==> src/rtl/vga_2048_pkg.sv <==
// vga_2048_pkg: 640x480@60 raster constants, tile palette and board type for the 2048 VGA renderer
package vga_2048_pkg;
  localparam int H_VIS = 640;
  localparam int H_FP = 16;
  localparam int H_SYNC = 96;
  localparam int H_BP = 48;
  localparam int V_VIS = 480;
  localparam int V_FP = 10;
  localparam int V_SYNC = 2;
  localparam int V_BP = 33;
  localparam logic [23:0] C_BLACK = 24'h000000;
  localparam logic [23:0] C_GRID = 24'hBBADA0;
  localparam logic [23:0] C_OTHER = 24'h3C3A32;
  localparam logic [23:0] C_LOSE = 24'hC00000;
  localparam logic [23:0] C_WIN = 24'h00C000;
  typedef logic [11:0] tablero_t [0:3][0:3];
  function automatic logic [23:0] tile_color(input logic [11:0] v);
    case (v)
      12'd0: return 24'hCDC1B4;
      12'd2: return 24'hEEE4DA;
      12'd4: return 24'hEDE0C8;
      12'd8: return 24'hF2B179;
      12'd16: return 24'hF59563;
      12'd32: return 24'hF67C5F;
      12'd64: return 24'hF65E3B;
      12'd128: return 24'hEDCF72;
      12'd256: return 24'hEDCC61;
      12'd512: return 24'hEDC850;
      12'd1024: return 24'hEDC53F;
      12'd2048: return 24'hEDC22E;
      default: return C_OTHER;
    endcase
  endfunction
endpackage

==> src/rtl/vga_timing.sv <==
// vga_timing: free-running raster counters with raw active-low syncs, visible flag and frame-start strobe
module vga_timing
  import vga_2048_pkg::*;
#(
  parameter int HV = H_VIS,
  parameter int HF = H_FP,
  parameter int HS = H_SYNC,
  parameter int HB = H_BP,
  parameter int VV = V_VIS,
  parameter int VF = V_FP,
  parameter int VS = V_SYNC,
  parameter int VB = V_BP
) (
  input  logic       clk,
  input  logic       rst,
  output logic [9:0] o_hc,
  output logic [9:0] o_vc,
  output logic       o_hsync,
  output logic       o_vsync,
  output logic       o_visible,
  output logic       o_frame_start
);
  localparam int HT = HV + HF + HS + HB;
  localparam int VT = VV + VF + VS + VB;
  logic [9:0] r_hc, r_vc;
  logic w_hwrap;
  always_ff @(posedge clk) begin
    if (!rst) begin
      r_hc <= '0;
      r_vc <= '0;
    end else begin
      r_hc <= w_hwrap ? '0 : r_hc + 10'd1;
      if (w_hwrap) r_vc <= (r_vc == 10'(VT - 1)) ? '0 : r_vc + 10'd1;
    end
  end
  always_comb begin
    w_hwrap = r_hc == 10'(HT - 1);
    o_hc = r_hc;
    o_vc = r_vc;
    o_hsync = !(r_hc >= 10'(HV + HF) && r_hc < 10'(HV + HF + HS));
    o_vsync = !(r_vc >= 10'(VV + VF) && r_vc < 10'(VV + VF + VS));
    o_visible = r_hc < 10'(HV) && r_vc < 10'(VV);
    o_frame_start = r_hc == '0 && r_vc == '0;
  end
endmodule

==> src/rtl/vga_tablero_2048.sv <==
// vga_tablero_2048: draws a once-per-frame snapshot of the 4x4 2048 board on VGA
// through a 2-stage pipeline (geometry, then colour) with syncs delayed to match.
module vga_tablero_2048
  import vga_2048_pkg::*;
#(
  parameter int X0 = 120,
  parameter int Y0 = 40,
  parameter int TILE = 100,
  parameter int GAP = 4,
  parameter int HV = H_VIS,
  parameter int HF = H_FP,
  parameter int HS = H_SYNC,
  parameter int HB = H_BP,
  parameter int VV = V_VIS,
  parameter int VF = V_FP,
  parameter int VS = V_SYNC,
  parameter int VB = V_BP
) (
  input  logic       clk,
  input  logic       rst,
  input  tablero_t   matriz,
  input  logic       win,
  input  logic       lose,
  output logic       hsync,
  output logic       vsync,
  output logic       blank_n,
  output logic       sync_n,
  output logic [7:0] r,
  output logic [7:0] g,
  output logic [7:0] b,
  output logic       frame_start
);
  localparam int HT = HV + HF + HS + HB;
  localparam int BW = 4 * TILE;
  logic [9:0] w_hc, w_vc;
  logic w_hs, w_vs, w_vis, w_fs;
  logic w_in_bx, w_in_by, w_in_rx, w_in_ry, w_grid;
  logic [23:0] w_rgb;
  tablero_t r_snap;
  logic r_win, r_lose;
  logic [7:0] r_xoff, r_yoff;
  logic [2:0] r_xidx, r_yidx;
  logic [1:0] r_col, r_row;
  logic r_board, r_grid, r_ring, r_vis, r_hs, r_vs, r_fs;
  vga_timing #(
    .HV(HV), .HF(HF), .HS(HS), .HB(HB), .VV(VV), .VF(VF), .VS(VS), .VB(VB)
  ) u_timing (
    .clk(clk),
    .rst(rst),
    .o_hc(w_hc),
    .o_vc(w_vc),
    .o_hsync(w_hs),
    .o_vsync(w_vs),
    .o_visible(w_vis),
    .o_frame_start(w_fs)
  );
  assign sync_n = 1'b0;
  always_comb begin
    w_in_bx = w_hc >= 10'(X0) && w_hc < 10'(X0 + BW);
    w_in_by = w_vc >= 10'(Y0) && w_vc < 10'(Y0 + BW);
    w_in_rx = w_hc >= 10'(X0 - 8) && w_hc < 10'(X0 + BW + 8);
    w_in_ry = w_vc >= 10'(Y0 - 8) && w_vc < 10'(Y0 + BW + 8);
    w_grid = r_xoff < 8'(GAP) || r_xoff >= 8'(TILE - GAP) || r_yoff < 8'(GAP) || r_yoff >= 8'(TILE - GAP);
    w_rgb = !r_vis ? C_BLACK :
            r_board ? (r_grid ? C_GRID : tile_color(r_snap[r_row][r_col])) :
            r_ring ? (r_lose ? C_LOSE : r_win ? C_WIN : C_BLACK) : C_BLACK;
  end
  // Offset counters track hc/vc without dividers; they re-align one step before the board edge.
  always_ff @(posedge clk) begin
    if (!rst) begin
      r_xoff <= '0;
      r_xidx <= '0;
      r_yoff <= '0;
      r_yidx <= '0;
    end else begin
      if (w_hc == 10'(X0 - 1)) begin
        r_xoff <= '0;
        r_xidx <= '0;
      end else if (r_xoff == 8'(TILE - 1)) begin
        r_xoff <= '0;
        r_xidx <= r_xidx + 3'd1;
      end else r_xoff <= r_xoff + 8'd1;
      if (w_hc == 10'(HT - 1)) begin
        if (w_vc == 10'(Y0 - 1)) begin
          r_yoff <= '0;
          r_yidx <= '0;
        end else if (r_yoff == 8'(TILE - 1)) begin
          r_yoff <= '0;
          r_yidx <= r_yidx + 3'd1;
        end else r_yoff <= r_yoff + 8'd1;
      end
    end
  end
  always_ff @(posedge clk) begin
    if (!rst) begin
      for (int i = 0; i < 4; i++)
        for (int j = 0; j < 4; j++) r_snap[i][j] <= '0;
      r_win <= 1'b0;
      r_lose <= 1'b0;
    end else if (w_hc == '0 && w_vc == 10'(VV)) begin
      r_snap <= matriz;
      r_win <= win;
      r_lose <= lose;
    end
  end
  always_ff @(posedge clk) begin
    if (!rst) begin
      r_col <= '0;
      r_row <= '0;
      r_board <= 1'b0;
      r_grid <= 1'b0;
      r_ring <= 1'b0;
      r_vis <= 1'b0;
      r_hs <= 1'b1;
      r_vs <= 1'b1;
      r_fs <= 1'b0;
      hsync <= 1'b1;
      vsync <= 1'b1;
      blank_n <= 1'b0;
      frame_start <= 1'b0;
      {r, g, b} <= '0;
    end else begin
      r_col <= r_xidx[1:0];
      r_row <= r_yidx[1:0];
      r_board <= w_in_bx && w_in_by;
      r_grid <= w_grid;
      r_ring <= w_in_rx && w_in_ry && !(w_in_bx && w_in_by);
      r_vis <= w_vis;
      r_hs <= w_hs;
      r_vs <= w_vs;
      r_fs <= w_fs;
      hsync <= r_hs;
      vsync <= r_vs;
      blank_n <= r_vis;
      frame_start <= r_fs;
      {r, g, b} <= w_rgb;
    end
  end
endmodule

==> config.mk <==
export PLATFORM = sky130hd
export DESIGN_NAME = vga_tablero_2048
export DESIGN_NICKNAME = d
export VERILOG_FILES = /design/src/rtl/vga_2048_pkg.sv /design/src/rtl/vga_timing.sv /design/src/rtl/vga_tablero_2048.sv
export SDC_FILE = /design/constraint.sdc
export NUM_CORES = 1
export LEC_CHECK = 0
export CORE_MARGIN = 5
export CORE_UTILIZATION = 50
export CTS_CLUSTER_DIAMETER = 40
export DETAILED_ROUTE_END_ITERATION = 6
export DONT_BUFFER_PORTS = 1
export HOLD_SLACK_MARGIN = 0.02
export PLACE_DENSITY = 0.66
export SYNTH_ARGS = -nofsm -noshare
export SYNTH_HDL_FRONTEND = slang
export SYNTH_SLANG_ARGS = --single-unit
export TNS_END_PERCENT = 30
==> constraint.sdc <==
create_clock -name clk -period 2.7 [get_ports clk]
set_input_delay 0.405 -clock clk [delete_from_list [all_inputs] [get_ports clk]]
set_output_delay 0.405 -clock clk [all_outputs]
set_load 0.01 [all_outputs]
==> qor.yml, run 1 <==
p_leak_uw: 0.00503
crit_type: "register to register"
hold_viol: 0
die_area_um2: 26400
numCtsBuffers: 36
grt_max_degree: 195
die_w_um: 162
drv_slew: 0
ios: 225
cp_max_fo: 7
seq_area_frac_synth_pct: 47.0
chipHeight_um: 162
nFillCells: 1931
ys_types: 64
grt-ovfl-total: 0
worstSetupEndpointType: "register"
r2r-start: "r_col[0]"
clk_pin_slew_ns: 0.06
setup_ws_ns: -0.193
yosys-top-cells-area: "dfxtp_1, nand2_1, a21oi_1"
cp_cell_sequence: "buf_6 -> buf_16 -> mux4_2 -> a22oi_2 -> nand2_2 -> nor4_4 -> buf_6 -> nand4_1 -> o21ai_4 -> nor3_4 -> o41a_1"
slowest_delay_ns: 0.55
start_util_pct: 51.0
worst_slew_pin_slew_ns: 0.939
synth_common_cells: "nand2_1, dfxtp_1, a21oi_1"
cpLargestDelayFamily: "compound AO/OA/AOI/OAI gates"
critPathSlowestCell: "mux4_2"
critPathLaunch: "r_col[0]"
yosys_warnings: 0
rsz0062_at_grt: "true"
ys_seq_elements: 273
root_buffer: "clkbuf_16"
setup_viol: 20
grt_pass1_vias: 9585
antenna_found_initial: 1
place_hpwl_um: 24100
clock_latency_ns: 0.52
drt_iter0_markers: 913
syn_area_um2: 11600
nNetsFinal: 1629
violations: "setup timing"
cts_tree: "done"
swShare_pct: 20.1
p_sw_uw: 1930
async_flop_share_pct: 0
p_int_uw: 7670
wirelength_um: 34000
synth_ff_type: "dfxtp_1"
dr.pass1.iters: 5
critical_path.startpoint_type: "register"
min_period_over_period_pct: 107
status: "finished with violations"
final.setup.tns_ns: -2.23
dp_worst_setup_slack_ns: -0.197
fmax_ghz: 0.346
avgSynthCellArea_um2: 8.51
yosys.area.top_type: "dfxtp_1"
ir_drop_mv: 0.476
core-area_um2: 22800
synth_cells: 1365
finalPower_uw: 9600
drc: 0
routedWlPerCell_um: 19.2
routabilityCongestion: 0.886
fin_crit_ns: 2.89
powerDensity_nw_per_um2: 664
min_path_type: "input pin to register"
p_comb_share_pct: 1.4
clock-sinks: 273
htree_levels: 2
drive_above_1_share_pct: 18.7
num_rows: 55
numPortBuffers: 0
final_cells: 1766
critPathMostFrequentCell: "buf_6"
crit_buf_inv: 3
clk_path_buf_depth: 3
slew_headroom_pct: 37.4
vias_per_cell: 5.63
synth.most_common_cell: "nand2_1"
synthToLayoutAreaGrowth_pct: 24.4
maxCapViolations: 0
synth_edf_count: 0
skew_ns: 0.0168
arrival_ns: 3.28
p_clk_share_pct: 56.4
min_from: "matriz[122]"
utilization_pct: 63.5
grt_usage_pct: 24.9
dp_cells: 1652
num_vias: 9939
grt_first_pass_wirelength_um: 52500
ant_nets: 0
syn_nets: 1569
worst-endpoint-required_ns: 3.09
seqPwrFrac_pct: 42.2
synth_top_area_share_pct: 47.0
-- path summary, 6_finish.rpt --
path	cells after the start	to	slack, ns
setup / recovery	11	g[3]	-0.19
hold / removal	2	r_snap[122]	0.03
setup reg to reg	11	g[3]	-0.19
hold reg to reg	1	vsync	0.41
-- metal layers --
metal  GRT usage, %  share of wire, %  up-vias
met1           33.6                43     4789
met4           6.04               1.9        2
li1               -                 -     4789
met2           41.2                48      308
met5              0             0.038        -
met3           5.29               7.2       51
-- logic make-up (layout without fill, tap and decap cells) --
logic type,count (synthesis),in the layout,synth area share [%]
AOI/OAI and AO/OA,275,275,13.2
xor gates and xnor gates,33,33,2.49
adders and majority gates,8,8,0.861
buffers and inverters,111,198,3.98
DFF,273,273,47.0
muxes,51,51,9.69
other,1,2,0.0323
and+or+nand+nor,613,613,22.7
-- power groups by stage --
| stage | clock network [µW] | logic [µW] | registers [µW] |
|---|---|---|---|
| 6_report | 5410 | 135 | 4050 |
| 4_1_cts | 5490 | 135 | 4050 |
| 5_1_grt | 5660 | 149 | 4050 |
| 3_3_place_gp | 0 | 99.5 | 4140 |
| 2_1_floorplan | 0 | 83.0 | 4140 |
| 3_5_place_dp | 0 | 99.5 | 4140 |
-- flip-flops by register name (all words and copies together), names as in the netlist, 2 cells and up --
name	cells
g	8
r	8
r_snap	192
b	8
r_xoff	8
r_row	2
r_col	2
u_timing.o_vc	10
r_yidx	2
r_yoff	8
u_timing.o_hc	10
r_xidx	2
-- cells in the final DEF, fill, tap and decap left out, types with 3 or more instances in the layout --
cell type,instances
nand4_1,14
o21ai_2,5
dfxtp_1,271
nor4_4,4
nand2_2,10
nand2b_1,3
bufinv_16,10
inv_1,13
nor4_1,4
a31oi_1,4
mux4_2,47
clkbuf_16,38
and3_1,12
nand2_1,425
xor2_1,20
nor2_1,57
nand3_1,24
o21ai_0,10
inv_6,9
nor3_1,11
ha_1,8
a22oi_2,15
a22oi_1,3
and2_1,6
or3_1,7
xnor2_1,12
buf_12,11
a21oi_1,211
buf_4,67
buf_6,10
nor3b_1,3
nor2_2,3
clkbuf_8,3
dlygate4sd3_1,27
-- worst reg2reg max path, delay by kind of cell, from the launching register on --
family	cells	cell delay, ns
buf+inv	3	0.44
simple gates	4	0.66
flops	1	0.41
compound gates	3	0.70
mux	1	0.55
-- metrics by stage --
stage | cell area, µm² | hold WS (ns)
2_1_floorplan | 11700 | 0.386
3_3_place_gp | 12300 | 0.389
3_5_place_dp | 12300 | 0.396
4_1_cts | 14200 | 0.0201
5_1_grt | 14500 | 0.0233
6_report | 14500 | 0.0328
-- timing repair --
item,CTS,global route
setup endpoints to repair,22,24
gates resized for setup,35,33
setup buffers,9,10
cloned,2,1
hold buffers,27,0
hold endpoints to repair,30,0
pin swaps,13,13
-- area by class of cell --
cell class	instances	area (µm²)	area share [%]
diodes	1	2.50	0.0173
clock buffers	42	975	6.74
clock inverters	23	404	2.80
inverters	14	57.6	0.398
multi-input cells	981	5970	41.3
flip-flops and latches	273	5470	37.8
well taps	313	392	2.71
repair buffers	119	1190	8.22
Power figures use the tool's default switching activity.
==> inputs of run 2 (changes only) <==
--- a/config.mk
+++ b/config.mk
@@ -11,7 +11,7 @@
 export DETAILED_ROUTE_END_ITERATION = 6
 export DONT_BUFFER_PORTS = 1
 export HOLD_SLACK_MARGIN = 0.02
-export PLACE_DENSITY = 0.66
+export PLACE_DENSITY = 0.68
 export SYNTH_ARGS = -nofsm -noshare
 export SYNTH_HDL_FRONTEND = slang
 export SYNTH_SLANG_ARGS = --single-unit
==> run 2 against run 1 <==
The run still ends with setup timing left. Highest routed layer is now met4. First-iteration DRC count decreased by 5.3%. Die area is the same. Clock power decreased by 9.1%. Worst setup slack worse by 0.020 ns. Largest cell class unchanged. Largest power group unchanged. Fmax is 0.69% lower. Cell count down 0.40%. Sequential power hardly changed. Via count about the same. Clock-buffer cell count rose by 1. Flip-flop and latch count is the same. Core utilization is 1.2 points lower. Global-route usage shrank 0.080 points.
==> qor.yml, run 2 (same netlist as run 1, synthesis figures left out) <==
maxCapViolations: 0  # unchanged
htree_levels: 2  # unchanged
fin_hold_ws_ns: 0.0299  # -0.00292 ns
die_area_um2: 26400  # unchanged
root_buffer: "clkbuf_16"
ant_nets: 0  # unchanged
cp_num_cells: 11  # unchanged
final_common_cell: "nand2_1"
p_sw_uw: 2000  # +3.6%
grt_usage_pct: 24.8  # -0.080 points
swShare_pct: 22.0  # +1.8 points
fmax_ghz: 0.343  # -0.69%
rrSetupSlack_ns: -0.21  # -0.02 ns
vias_per_cell: 5.65  # +0.41%
routabilityCongestion: 0.898  # +1.3%
start_util_pct: 51.0  # unchanged
cp_max_fo: 7  # unchanged
regMostFlops: "r_snap"
chipHeight_um: 162  # unchanged
antenna_found_initial: 1  # unchanged
rr_worst_depth: 11  # unchanged
num_vias: 9940  # +0.010%
drv_slew: 0  # unchanged
ir_drop_mv: 0.411  # -14%
r2r-start: "r_col[0]"
largest_reg_flops: 192  # unchanged
critPathLaunch: "r_col[0]"
worst-endpoint-required_ns: 3.07  # -0.02 ns
r2r_end: "b[4]"
p_int_uw: 7110  # -7.3%
cpLargestDelayFamily: "simple AND/OR/NAND/NOR gates"
synthToLayoutAreaGrowth_pct: 22.1
clk_pin_slew_ns: 0.06  # about the same
drive_above_1_share_pct: 17.1  # -1.6 points
skew_ns: 0.0312  # +0.0144 ns
grt-ovfl-total: 0  # unchanged
endpoint: "b[4]"
dr.pass1.iters: 5  # unchanged
min_path_type: "input pin to register"
routedWlPerCell_um: 19.2  # -0.30%
min_period_over_period_pct: 108  # +0.75 points
seqPwrFrac_pct: 44.5  # +2.3 points
grt_max_degree: 195  # unchanged
setup_ws_ns: -0.213  # -0.0201 ns
core-area_um2: 22800  # unchanged
status: "finished with violations"
slew_headroom_pct: 43.7  # +6.3 points
fin_crit_ns: 2.91  # +0.0201 ns
grt_pass1_vias: 9465  # -1.3%
die_w_um: 162  # unchanged
utilization_pct: 62.3  # -1.2 points
clock-sinks: 273  # unchanged
wirelength_um: 33700  # -0.70%
hold_viol: 0  # unchanged
worst_slew_pin_slew_ns: 0.845  # -0.0940 ns
p_comb_share_pct: 1.5  # about the same
drt_iter0_markers: 865  # -5.3%
place_hpwl_um: 23800  # -0.98%
critPathSlowestCell: "mux4_2"
clock_latency_ns: 0.52  # about the same
rsz0062_at_grt: "true"
powerDensity_nw_per_um2: 642  # -3.3%
nNetsFinal: 1621  # -0.49%
p_clk_share_pct: 54.0  # -2.4 points
drc: 0  # unchanged
crit_buf_inv: 3  # unchanged
arrival_ns: 3.29  # about the same
numPortBuffers: 0  # unchanged
num_rows: 55  # unchanged
ios: 225  # unchanged
clk_path_buf_depth: 3  # unchanged
min_from: "matriz[102]"
worstSetupEndpointType: "register"
cts_tree: "done"
setup_viol: 18  # -10%
layout_common_cells: "nand2_1, dfxtp_1, a21oi_1"
critical_path.startpoint_type: "register"
crit_type: "register to register"
numCtsBuffers: 36  # unchanged
slowest_delay_ns: 0.50  # -0.05 ns
final.setup.tns_ns: -1.91  # +0.311 ns
cp_cell_sequence: "buf_12 -> buf_16 -> mux4_2 -> a22oi_2 -> nand2_2 -> nor4_4 -> buf_4 -> nand4_1 -> o21ai_4 -> nor3_4 -> o41a_1"
violations: "setup timing"
grt_first_pass_wirelength_um: 52000  # -1.0%
p_leak_uw: 0.00492  # -2.2%
## run 2: cell count changes in the layout (fill, tap and decap cells not counted), moves of 3 or more
cell	previous run	this run
a22oi_1	3	6
a22oi_2	15	12
buf_4	67	61
buf_6	10	5
bufinv_16	10	3
clkinv_2	2	5
clkinv_4	1	4
dlygate4sd3_1	27	33
inv_6	9	5
## run 2: power by group through the flow
stage / logic, µW / registers, µW / clock network [µW]
after floorplan: 83.0 / 4140 / 0
after global placement: 97.2 / 4140 / 0
after detailed placement: 97.4 / 4140 / 0
after CTS: 135 / 4050 / 4980
after global routing: 152 / 4050 / 5190
final: 138 / 4050 / 4920
## run 2: layer usage
layer	track usage [%]	vias to the layer above	routed length (µm)
met4	7.46	0	854
met3	5.85	64	2710
met2	39.7	385	15900
met5	0	-	0
met1	33.7	4716	14300
li1	-	4775	-
## run 2: through the flow
stage	setup WS, ns	cells	cell area, µm²	power [µW]
2_1_floorplan	-0.0180	1365	11700	4220
3_3_place_gp	-0.179	1647	12300	4240
3_5_place_dp	-0.203	1647	12300	4240
4_1_cts	-0.183	1752	14100	9170
5_1_grt	-0.325	1759	14200	9390
6_report	-0.213	1759	14200	9110
## run 2: how the worst min path moves through the flow
stage	depth (start not counted)	to	slack, ns
2_1_floorplan	1	hsync	0.39
3_3_place_gp	1	hsync	0.39
3_5_place_dp	1	vsync	0.40
4_1_cts	2	r_snap[0]	0.02
5_1_grt	2	r_snap[67]	0.02
6_report	2	r_snap[102]	0.03
## run 2: final cells by class
type | instances | area (µm²)
diodes | 1 | 2.50
clock buffers | 43 | 1010
clock inverters | 23 | 259
fillers | 1915 | 8590
inverters | 14 | 57.6
multi-input cells | 981 | 5900
flip-flops and latches | 273 | 5470
well taps | 313 | 392
repair buffers | 111 | 1100
## run 2: what timing repair did
| item | in CTS | in global routing |
|---|---|---|
| setup endpoints to repair | 20 | 23 |
| hold buffers | 31 | 2 |
| gates resized for setup | 33 | 8 |
| endpoints found under the hold margin | 33 | 2 |
| pin swaps | 9 | 8 |
| buffers inserted | 6 | 4 |
| cloned | 2 | 0 |
==> inputs of run 3 (changes only) <==
--- a/config.mk
+++ b/config.mk
@@ -11,8 +11,7 @@
 export DETAILED_ROUTE_END_ITERATION = 6
 export DONT_BUFFER_PORTS = 1
 export HOLD_SLACK_MARGIN = 0.02
-export PLACE_DENSITY = 0.68
 export SYNTH_ARGS = -nofsm -noshare
 export SYNTH_HDL_FRONTEND = slang
 export SYNTH_SLANG_ARGS = --single-unit
-export TNS_END_PERCENT = 30
+export TNS_END_PERCENT = 10
==> constraint.sdc (replaced) <==
create_clock -name clk -period 3.5 [get_ports clk]
set_input_delay 0.525 -clock clk [delete_from_list [all_inputs] [get_ports clk]]
set_output_delay 0.525 -clock clk [all_outputs]
set_load 0.01 [all_outputs]
==> run 3 against run 2 <==
Clock-buffer cell count is the same. Critical path type unchanged. Hold slack gained 0.064 ns. Cell count shrank 5.6%. Worst setup slack gained 0.42 ns. The run now ends clean. Routed wire length shrank 5.0%. First-iteration DRC count shrank 14%. Non-clock buffer count shrank 96. Critical path depth shrank 1.
==> qor.yml, run 3 (same netlist as run 1, synthesis figures left out) <==
p_sw_uw: 1510  # -24%
grt-ovfl-total: 0  # unchanged
numCtsBuffers: 37  # +2.8%
largest_reg_flops: 192  # unchanged
drt_iter0_markers: 742  # -14%
fin_hold_ws_ns: 0.0937  # +0.0638 ns
p_leak_uw: 0.00443  # -9.8%
ctsResizeCount: 0  # -100%
grt_first_pass_wirelength_um: 49400  # -5.0%
fmax_ghz: 0.303  # -12%
die_area_um2: 26400  # unchanged
layout_common_cells: "nand2_1, dfxtp_1, a21oi_1"
arrival_ns: 3.68  # +0.39 ns
crit_type: "register to register"
drive_above_1_share_pct: 10.7  # -6.4 points
min_period_over_period_pct: 94.2  # -14 points
num_rows: 55  # unchanged
num_vias: 9321  # -6.2%
slew_headroom_pct: 33.6  # -10 points
grt_max_degree: 97  # -50%
clk_pin_slew_ns: 0.06  # about the same
worst-endpoint-required_ns: 3.89  # +0.82 ns
numPortBuffers: 0  # unchanged
drv_slew: 0  # unchanged
dpl_cell_area_um2: 11800  # -3.6%
drc: 0  # unchanged
status: "finished, final reports clean"
antenna_cells: 0  # -1
final_cell_area_um2: 13200  # -7.3%
die_w_um: 162  # unchanged
antenna_found_initial: 1  # unchanged
skew_ns: 0.0193  # -0.0119 ns
holdPathStages: 1  # -1
grt_pass1_vias: 8969  # -5.2%
grt_usage_pct: 23.6  # -1.3 points
nNetsFinal: 1526  # -5.9%
nFillCells: 2102  # +9.8%
p_clk_share_pct: 55.3  # +1.3 points
setup_ws_ns: 0.202  # +0.415 ns
cts_tree: "done"
ant_nets: 0  # unchanged
root_buffer: "clkbuf_16"
rsz0062_at_grt: "false"
ir_drop_mv: 0.357  # -13%
critical_path.startpoint_type: "register"
seqPwrFrac_pct: 43.6  # -0.9 points
dp_worst_setup_slack_ns: 0.116  # +0.319 ns
clk_path_buf_depth: 3  # unchanged
min_path_type: "input pin to register"
powerDensity_nw_per_um2: 545  # -15%
place_hpwl_um: 23200  # -2.6%
cp_max_fo: 11  # +4
setup_viol: 0  # -18
regMostFlops: "r_snap"
final.setup.tns_ns: 0  # +1.91 ns
hold_viol: 0  # unchanged
chipHeight_um: 162  # unchanged
dr.pass1.iters: 7  # +2
finalPower_uw: 7170  # -21%
rr_worst_depth: 10  # -1
synthToLayoutAreaGrowth_pct: 13.1
worst_slew_pin_slew_ns: 0.994  # +0.149 ns
final_common_cell: "nand2_1"
swShare_pct: 21.1  # -0.82 points
p_comb_share_pct: 1.0  # -0.5 points
clock-sinks: 273  # unchanged
routedWlPerCell_um: 19.3  # +0.71%
ios: 225  # unchanged
clock_latency_ns: 0.51  # about the same
wirelength_um: 32000  # -5.0%
fin_crit_ns: 3.30  # +0.385 ns
core-area_um2: 22800  # unchanged
maxCapViolations: 0  # unchanged
vias_per_cell: 5.62  # -0.63%
p_int_uw: 5650  # -21%
routabilityCongestion: 0.896  # -0.23%
htree_levels: 2  # unchanged
worstSetupEndpointType: "register"
start_util_pct: 51.0  # unchanged
-- run 3: cell count changes in the layout (fill, tap and decap cells not counted), moves of 4 or more --
cell           change
dlygate4sd3_1     -33
a22oi_2            -9
buf_6              -5
clkinv_2           -4
buf_4             -54
nand2_1            +6
a22oi_1            +9
nand2_2            -6
-- run 3: final cells by class --
type / instances / area (µm²) / share of cell area (%)
Tap cell: 313 / 392 / 2.98
Timing Repair Buffer: 15 / 213 / 1.62
Inverter: 14 / 57.6 / 0.438
Clock inverter: 21 / 314 / 2.39
Multi-Input combinational cell: 981 / 5700 / 43.4
Clock buffer: 43 / 1000 / 7.60
Sequential cell: 273 / 5470 / 41.6
-- run 3: power groups by stage --
| stage | clock (µW) | combinational, µW | sequential, µW |
|---|---|---|---|
| after floorplan | 0 | 64.0 | 3190 |
| after global placement | 0 | 74.5 | 3190 |
| after detailed placement | 0 | 75.0 | 3190 |
| after CTS | 4030 | 75.4 | 3130 |
| after global routing | 4160 | 83.7 | 3130 |
| final | 3970 | 75.0 | 3130 |
-- run 3: routing by layer --
layer	part of all wire (%)	wire [µm]	vias to the layer above	GRT usage, %
met5	0.062	20	-	0
met4	2.1	658	2	5.88
met3	7.0	2260	48	5.42
met2	45	14500	295	36.8
met1	45	14600	4408	33.3
li1	-	-	4568	-
-- run 3: what timing repair did --
action	CTS	global route
hold endpoints to repair	0	0
buffers inserted	0	1
hold buffers	0	0
endpoints found under the setup margin	0	8
-- run 3: worst max-delay path: stages, from the launching register on --
cell and delay, ns:
dfxtp_4 0.48, buf_4 0.19, mux4_2 0.50, a22oi_1 0.33, nand2_1 0.26, nor4_4 0.31
buf_4 0.21, nand3_2 0.15, o21ai_2 0.22, nor3_2 0.11, o41a_1 0.40
-- run 3: worst paths after layout --
kind / start / endpoint / slack (ns)
max: r_col[0] / g[3] / 0.20
min: rst / vsync / 0.09
max reg2reg: r_col[0] / g[3] / 0.20
min reg2reg: r_vs / vsync / 0.40
-- run 3: metrics by stage --
step / utilization (%) / cells
floorplan: - / 1365
global placement: 51.9 / 1595
detailed placement: 51.9 / 1595
CTS: 57.7 / 1659
global route: 57.7 / 1660
finish: 57.7 / 1660
